## config.mk

```make
export PLATFORM = sky130hd
export DESIGN_NAME = issue_scheduler
export DESIGN_NICKNAME = d
export VERILOG_FILES = /design/src/rtl/issue_scheduler.sv
export SDC_FILE = /design/constraint.sdc
export NUM_CORES = 1
export LEC_CHECK = 0
export CAP_MARGIN = 20
export CELL_PAD_IN_SITES_DETAIL_PLACEMENT = 0
export CELL_PAD_IN_SITES_GLOBAL_PLACEMENT = 1
export CORE_ASPECT_RATIO = 0.9
export CORE_MARGIN = 2
export CORE_UTILIZATION = 53
export DETAILED_ROUTE_END_ITERATION = 7
export PLACE_DENSITY_LB_ADDON = 0.1
export SLEW_MARGIN = 20
export SYNTH_ARGS = -nofsm -noshare
export SYNTH_HDL_FRONTEND = slang
export SYNTH_SLANG_ARGS = --single-unit
```

## constraint.sdc

```tcl
create_clock -name clock_i -period 17.33 [get_ports clock_i]
set_input_delay 1.733 -clock clock_i [delete_from_list [all_inputs] [get_ports clock_i]]
set_output_delay 1.733 -clock clock_i [all_outputs]
set_load 0.1 [all_outputs]
```

## src/rtl/issue_scheduler.sv

```systemverilog
// Dual-issue scheduler: buffers parsed instruction pairs and issues them to two
// execution ports. Pairs without a hazard go out together. Others go out one slot
// at a time, and the scheduler holds while a branch is outstanding.
module issue_scheduler #(
  parameter int unsigned QUEUE_DEPTH  = 4,
  parameter int unsigned STALL_MARGIN = 2
) (
  input  logic        clock_i,
  input  logic        nReset_i,
  input  logic        flush_i,
  input  logic        enable_i,
  input  logic        isBranch_i1,
  input  logic        isBranch_i2,
  input  logic        format_i1,
  input  logic        format_i2,
  input  logic [6:0]  opcode_i1,
  input  logic [6:0]  opcode_i2,
  input  logic [4:0]  reg_i1,
  input  logic [4:0]  reg_i2,
  input  logic [15:0] operand_i1,
  input  logic [15:0] operand_i2,
  output logic        stall_o,
  output logic        issueValid_o1,
  output logic        issueValid_o2,
  input  logic        issueReady_i1,
  input  logic        issueReady_i2,
  output logic        isBranch_o1,
  output logic        isBranch_o2,
  output logic        format_o1,
  output logic        format_o2,
  output logic [6:0]  opcode_o1,
  output logic [6:0]  opcode_o2,
  output logic [4:0]  reg_o1,
  output logic [4:0]  reg_o2,
  output logic [15:0] operand_o1,
  output logic [15:0] operand_o2,
  input  logic        branchResolved_i,
  input  logic        branchTaken_i,
  output logic        overflow_o
);

  localparam int unsigned AW = $clog2(QUEUE_DEPTH);
  localparam int unsigned CW = AW + 1;

  typedef struct packed {
    logic        branch;
    logic        fmt;
    logic [6:0]  opcode;
    logic [4:0]  regno;
    logic [15:0] operand;
  } slot_t;

  typedef struct packed {
    slot_t s1;
    slot_t s2;
  } pair_t;

  typedef enum logic [2:0] {EMPTY, DUAL, SLOT1, SLOT2, BRANCH_WAIT} state_t;

  // A pair must be issued one slot at a time if slot 2 depends on slot 1,
  // or if slot 1 is a branch.
  function automatic logic serial_pair(input pair_t p);
    logic hazard;
    hazard = (p.s2.regno == p.s1.regno) ||
             (!p.s2.fmt && (p.s2.operand[4:0] == p.s1.regno));
    return hazard || p.s1.branch;
  endfunction

  pair_t           mem [QUEUE_DEPTH];
  pair_t           incoming;
  pair_t           head;
  pair_t           head_next;
  state_t          state;
  state_t          state_n;
  logic            done1, done2, pend;
  logic            done1_n, done2_n, pend_n;
  logic            valid1, valid2, valid1_n, valid2_n;
  logic            ovf;
  slot_t           out1, out2;
  logic [AW-1:0]   rd_ptr, wr_ptr, head_idx;
  logic [CW-1:0]   count, count_n, count_after_pop;
  logic            full, fire1, fire2, pop, push, drop, clear, eval;

  assign incoming = pair_t'({isBranch_i1, format_i1, opcode_i1, reg_i1, operand_i1,
                             isBranch_i2, format_i2, opcode_i2, reg_i2, operand_i2});
  assign head     = mem[rd_ptr];
  assign full     = (count == CW'(QUEUE_DEPTH));

  // Upstream backpressure: leave room for pairs already in the parser.
  assign stall_o = ((CW'(QUEUE_DEPTH) - count) <= CW'(STALL_MARGIN));

  // Next-state, queue bookkeeping and next issue-port values.
  always_comb begin
    state_n  = state;
    done1_n  = done1;
    done2_n  = done2;
    pend_n   = pend;
    pop      = 1'b0;
    eval     = 1'b0;
    clear    = 1'b0;
    fire1    = valid1 & issueReady_i1;
    fire2    = valid2 & issueReady_i2;

    if (flush_i) begin
      clear   = 1'b1;
      state_n = EMPTY;
    end else begin
      case (state)
        EMPTY: eval = 1'b1;
        DUAL: begin
          if ((done1 | fire1) && (done2 | fire2)) begin
            pop = 1'b1;
            if (head.s2.branch) begin
              state_n = BRANCH_WAIT;
              pend_n  = 1'b0;
            end else begin
              eval = 1'b1;
            end
          end else begin
            done1_n = done1 | fire1;
            done2_n = done2 | fire2;
          end
        end
        SLOT1: begin
          if (fire1) begin
            if (head.s1.branch) begin
              state_n = BRANCH_WAIT;
              pend_n  = 1'b1;
            end else begin
              state_n = SLOT2;
            end
          end
        end
        SLOT2: begin
          if (fire2) begin
            pop = 1'b1;
            if (head.s2.branch) begin
              state_n = BRANCH_WAIT;
              pend_n  = 1'b0;
            end else begin
              eval = 1'b1;
            end
          end
        end
        BRANCH_WAIT: begin
          if (branchResolved_i) begin
            if (branchTaken_i) begin
              // Taken branch: everything queued (and arriving now) is wrong-path.
              clear   = 1'b1;
              state_n = EMPTY;
            end else if (pend) begin
              state_n = SLOT2;
            end else begin
              eval = 1'b1;
            end
          end
        end
        default: state_n = EMPTY;
      endcase
    end

    push = enable_i & ~clear & (~full | pop);
    drop = enable_i & ~clear & full & ~pop;

    count_after_pop = count - CW'(pop);
    count_n         = clear ? '0 : (count_after_pop + CW'(push));
    head_idx        = pop ? (rd_ptr + AW'(1)) : rd_ptr;
    head_next       = (count_after_pop == '0) ? incoming : mem[head_idx];

    if (eval) begin
      if (count_n == '0) begin
        state_n = EMPTY;
      end else if (serial_pair(head_next)) begin
        state_n = SLOT1;
      end else begin
        state_n = DUAL;
        done1_n = 1'b0;
        done2_n = 1'b0;
      end
    end

    valid1_n = ((state_n == DUAL) && !done1_n) || (state_n == SLOT1);
    valid2_n = ((state_n == DUAL) && !done2_n) || (state_n == SLOT2);
  end

  // State, pointers, sticky overflow and registered issue ports.
  always_ff @(posedge clock_i or negedge nReset_i) begin
    if (!nReset_i) begin
      state  <= EMPTY;
      done1  <= 1'b0;
      done2  <= 1'b0;
      pend   <= 1'b0;
      rd_ptr <= '0;
      wr_ptr <= '0;
      count  <= '0;
      ovf    <= 1'b0;
      valid1 <= 1'b0;
      valid2 <= 1'b0;
      out1   <= '0;
      out2   <= '0;
    end else begin
      state  <= state_n;
      done1  <= done1_n;
      done2  <= done2_n;
      pend   <= pend_n;
      rd_ptr <= clear ? '0 : (rd_ptr + AW'(pop));
      wr_ptr <= clear ? '0 : (wr_ptr + AW'(push));
      count  <= count_n;
      ovf    <= ovf | drop;
      valid1 <= valid1_n;
      valid2 <= valid2_n;
      out1   <= head_next.s1;
      out2   <= head_next.s2;
    end
  end

  // Pair storage; contents are only meaningful between the pointers.
  always_ff @(posedge clock_i) begin
    if (push) mem[wr_ptr] <= incoming;
  end

  assign issueValid_o1 = valid1;
  assign issueValid_o2 = valid2;
  assign overflow_o    = ovf;
  assign isBranch_o1   = out1.branch;
  assign format_o1     = out1.fmt;
  assign opcode_o1     = out1.opcode;
  assign reg_o1        = out1.regno;
  assign operand_o1    = out1.operand;
  assign isBranch_o2   = out2.branch;
  assign format_o2     = out2.fmt;
  assign opcode_o2     = out2.opcode;
  assign reg_o2        = out2.regno;
  assign operand_o2    = out2.operand;

endmodule

```

==> results by group <==
Floorplan
  • Core ar.: about 24000 sq um
  • Die X: between 150 and 200 microns
  • Die area: between 20000 and 30000 sq um
  • Boundary Pins: around 130
  • Initial Util: a little over half
  • Die Ht: between 150 and 200 microns
  • Rows: 53

Final layout
  • Register area: roughly 9100 sq um
  • Post-route cell area: around 16000 sq um
  • Post-Route Utilization: roughly two thirds
  • Fin cells: between 1000 and 1500
  • Fillcell total: around 1600
  • Layout cells sized above 1: approximately 23%
  • # diodes: 0
  • Area grow syn2layout: 21.28%
  • Multi-input gate area: 3486 sq um
  • Final nets: between 800 and 900

Setup path
  • CP endpoint kind: flip-flop
  • Worst path slowest cell: or2_4
  • CP required: 17.80 ns
  • Worst flop-to-flop path endpoint: state[1]
  • FF-to-FF path depth: 13
  • Reg2Reg Setup Slack: between 10 and 15 ns
  • CP Cell Sequence: clkdlybuf4s50_1 > a21oi_4 > a22o_1 > nor3_1 > ha_1 > ha_1 > nand2_1 > or2_4 > and4_2 > nor4_4 > xor2_1 > nor4_1 > a31oi_1 > a21oi_1
  • Crit start category: input port
  • Setup CP Type: in2reg
  • Family with the most delay on the worst path: simple AND/OR/NAND/NOR gates
  • Most Frequent Cell on Critical Path: ha_1
  • Critical Path AT: 6.87 ns
  • WP buf/inv: 1
  • CP max stage delay: 0.98 ns
  • Worst-path fanout max: 73
  • RR Startpoint: state[1]

Min path
  • WHS Endpoint: overflow_o
  • HP Class: reg2reg
  • Hold_sp: overflow_o
  • Hold depth: 1

Clock network
  • Clk Latency, worst-skew pair: between 0.5 and 0.6 ns
  • Root buf cell: clkbuf_16
  • CTS Buffer Depth: 3
  • Hold-fix buffers at CTS: 0
  • CTS H-Tree Depth: 1
  • CTS resizes: 0
  • Clk sink count: between 300 and 400
  • TritonCTS Buffers: 31
  • Post-CTS Setup Repair Bufs: 0
  • Clock slew at reported path FFs: around 0.06 ns
  • CTS tree: done

Placement
  • DP Worst Slack: between 10 and 15 ns
  • DP Wirelength: around 15000 microns
  • DP Area: around 14000 sq um
  • Cells after DPL: ~1100
  • IO Port Bufs: about 130
  • Routability cong.: about 0.92

Yosys
  • Syn nets: roughly 760
  • Top-area cell type share of the netlist area: 56.30%
  • #FFs+latches synth: 316
  • Synthesized area per cell: around 19 sq um
  • Yosys warning count: 0
  • Seq/Total Area, Yosys: a little under three quarters
  • Count leader, synth: edfxtp_1
  • Post-synth ARST share: roughly 24%
  • Mapped Cells: approximately 680
  • Ys flop type: edfxtp_1
  • List of most frequent post-synthesis cells: edfxtp_1, dfrtp_1, mux4_2
  • Post-synthesis cell type count: 60
  • Area leader, netlist: edfxtp_1
  • Post-Syn Area: approximately 13000 sq um
  • EDFF count, synth: 240
  • Area contributors post-synth: edfxtp_1, dfrtp_1, mux4_2, mux2_2, mux2i_1

GRT
  • Grt ovf: 0
  • First-pass GRT wire length: around 40000 microns
  • Gr usage total: 20.61%
  • Largest net degree at the start of global routing: between 70 and 80
  • Antenna violations before repair: 0
  • Number of global-route vias before repair: 7073

Timing
  • Final setup viols: 0
  • Fin Setup TNS: 0 ns
  • Unrepaired setup endpoints after global routing: false
  • Final hold viol count: 0
  • Fmax: around 160 MHz
  • Crit path time final: approximately 6.4 ns
  • Fin Hold WS: between 0.4 and 0.5 ns
  • Final worst-path setup slack: approximately 11 ns
  • Slew margin rel.: between 20% and 30%
  • Worst Tran Pin Value: about 1.1 ns
  • Slew Limit Fails: 0
  • Final period util: between 30% and 40%
  • Clock skew: approximately 0.012 ns

Run status
  • Outcome: finished clean

Power
  • Peak VDD IR: about 86 uV
  • Leak: around 5.3 nW
  • Pwr Total: 1.900 mW
  • Power Dens Cells: 122.4 nW/um^2

Drt
  • Met3 Wirelength: roughly 1500 microns
  • WL/cell: 22.42 microns
  • Iter 0 DRT Violations: slightly above 500
  • Iteration count of the initial detailed-routing pass: 5
  • Via count: 6711
  • Routed vias/inst: between 5 and 6
  • Highest metal used: met4
  • DRC errors left: 0
  • Antenna-violating nets left: 0
  • Met2 wire len: roughly 12000 microns
  • Total Wirelength: 25760 microns
  • M1 WL: between 10000 and 15000 microns

Flow run
  • Max-cap violation count: 0
-- per-layer routing --
layer  vias up  global-route usage [%]
li1       3008                       -
met1      3437                   29.16
met2       213                   33.12
met3        53                   3.946
met4         0                   6.174
met5         -                       0
-- layout make-up --
class | count | share of cell area, %
Multi-Input combinational cell | 319 | 22.45
Clock inverter | 16 | 1.644
Inverter | 11 | 0.2660
Sequential cell | 316 | 58.67
Tap cell | 302 | 2.434
Timing Repair Buffer | 143 | 9.010
Clock buffer | 42 | 5.521
-- registers in the layout (all words and copies together), names as in the netlist, 2 cells and up --
signal      flops
mem           240
operand_o1     16
operand_o2     16
opcode_o1       7
opcode_o2       7
reg_o1          5
reg_o2          5
count           3
state           3
rd_ptr          2
wr_ptr          2
-- power by group --
| part | total (mW) | internal (mW) | switching [mW] |
|---|---|---|---|
| Clock | 0.720 | 0.449 | 0.271 |
| Combinational | 0.313 | 0.0885 | 0.224 |
| Sequential | 0.868 | 0.852 | 0.0153 |
| Total | 1.90 | 1.39 | 0.510 |
-- logic make-up (layout without fill, tap and decap cells) --
| family | after synthesis | after routing | share of synthesized area (%) |
|---|---|---|---|
| compound gates | 70 | 70 | 4.203 |
| simple gates | 92 | 92 | 4.917 |
| xor+xnor | 14 | 14 | 1.017 |
| flops | 316 | 316 | 71.16 |
| mux | 134 | 134 | 15.86 |
| buf+inv | 46 | 212 | 1.965 |
| fa+ha+maj | 9 | 9 | 0.8797 |
-- worst register-to-register path: stages (launching register included) --
cell	delay, ns
dfrtp_1	0.43
nand2b_1	0.22
a22o_1	0.25
nor3_1	0.42
ha_1	0.24
ha_1	0.23
nand2_1	0.78
or2_4	0.99
and4_2	0.48
nor4_4	0.07
xor2_1	0.18
nor4_1	0.45
a31oi_1	0.22
a21oi_1	0.17
-- worst max path at each step --
| stage | from | end | slack (ns) | cells past startpoint |
|---|---|---|---|---|
| global route | issueReady_i1 | state[1] | 10.55 | 14 |
| CTS | issueReady_i1 | issueValid_o2 | 10.95 | 14 |
| global placement | issueReady_i1 | state[0] | 10.48 | 14 |
| finish | issueReady_i1 | state[1] | 10.93 | 14 |
| floorplan | issueReady_i2 | mem[2][0] | 9.74 | 6 |
| detailed placement | issueReady_i1 | issueValid_o2 | 10.35 | 14 |
-- placed cells by master (no fill, tap or decap), types with 3 or more instances in the layout --
cell,Yosys,final
o21ai_0,3,3
mux4_2,49,49
nand2_1,11,11
xnor2_1,7,6
clkbuf_16,0,31
nand2b_1,3,3
and2_1,5,5
a31oi_1,6,6
clkbuf_8,3,4
nor4_4,5,5
clkinv_1,0,3
mux2_2,48,48
buf_4,1,13
and4_2,8,8
clkinv_2,0,5
and4_1,3,3
nor4_2,6,6
edfxtp_1,240,240
clkdlybuf4s50_1,0,130
inv_1,11,11
clkbuf_1,15,7
mux2i_1,36,36
nor3_1,6,5
dfrtp_1,76,76
a21oi_1,8,8
ha_1,9,8
o211ai_1,30,30
nor2_1,33,32
bufinv_16,0,7
xor2_1,6,6
(Power assumes the default switching activity.)
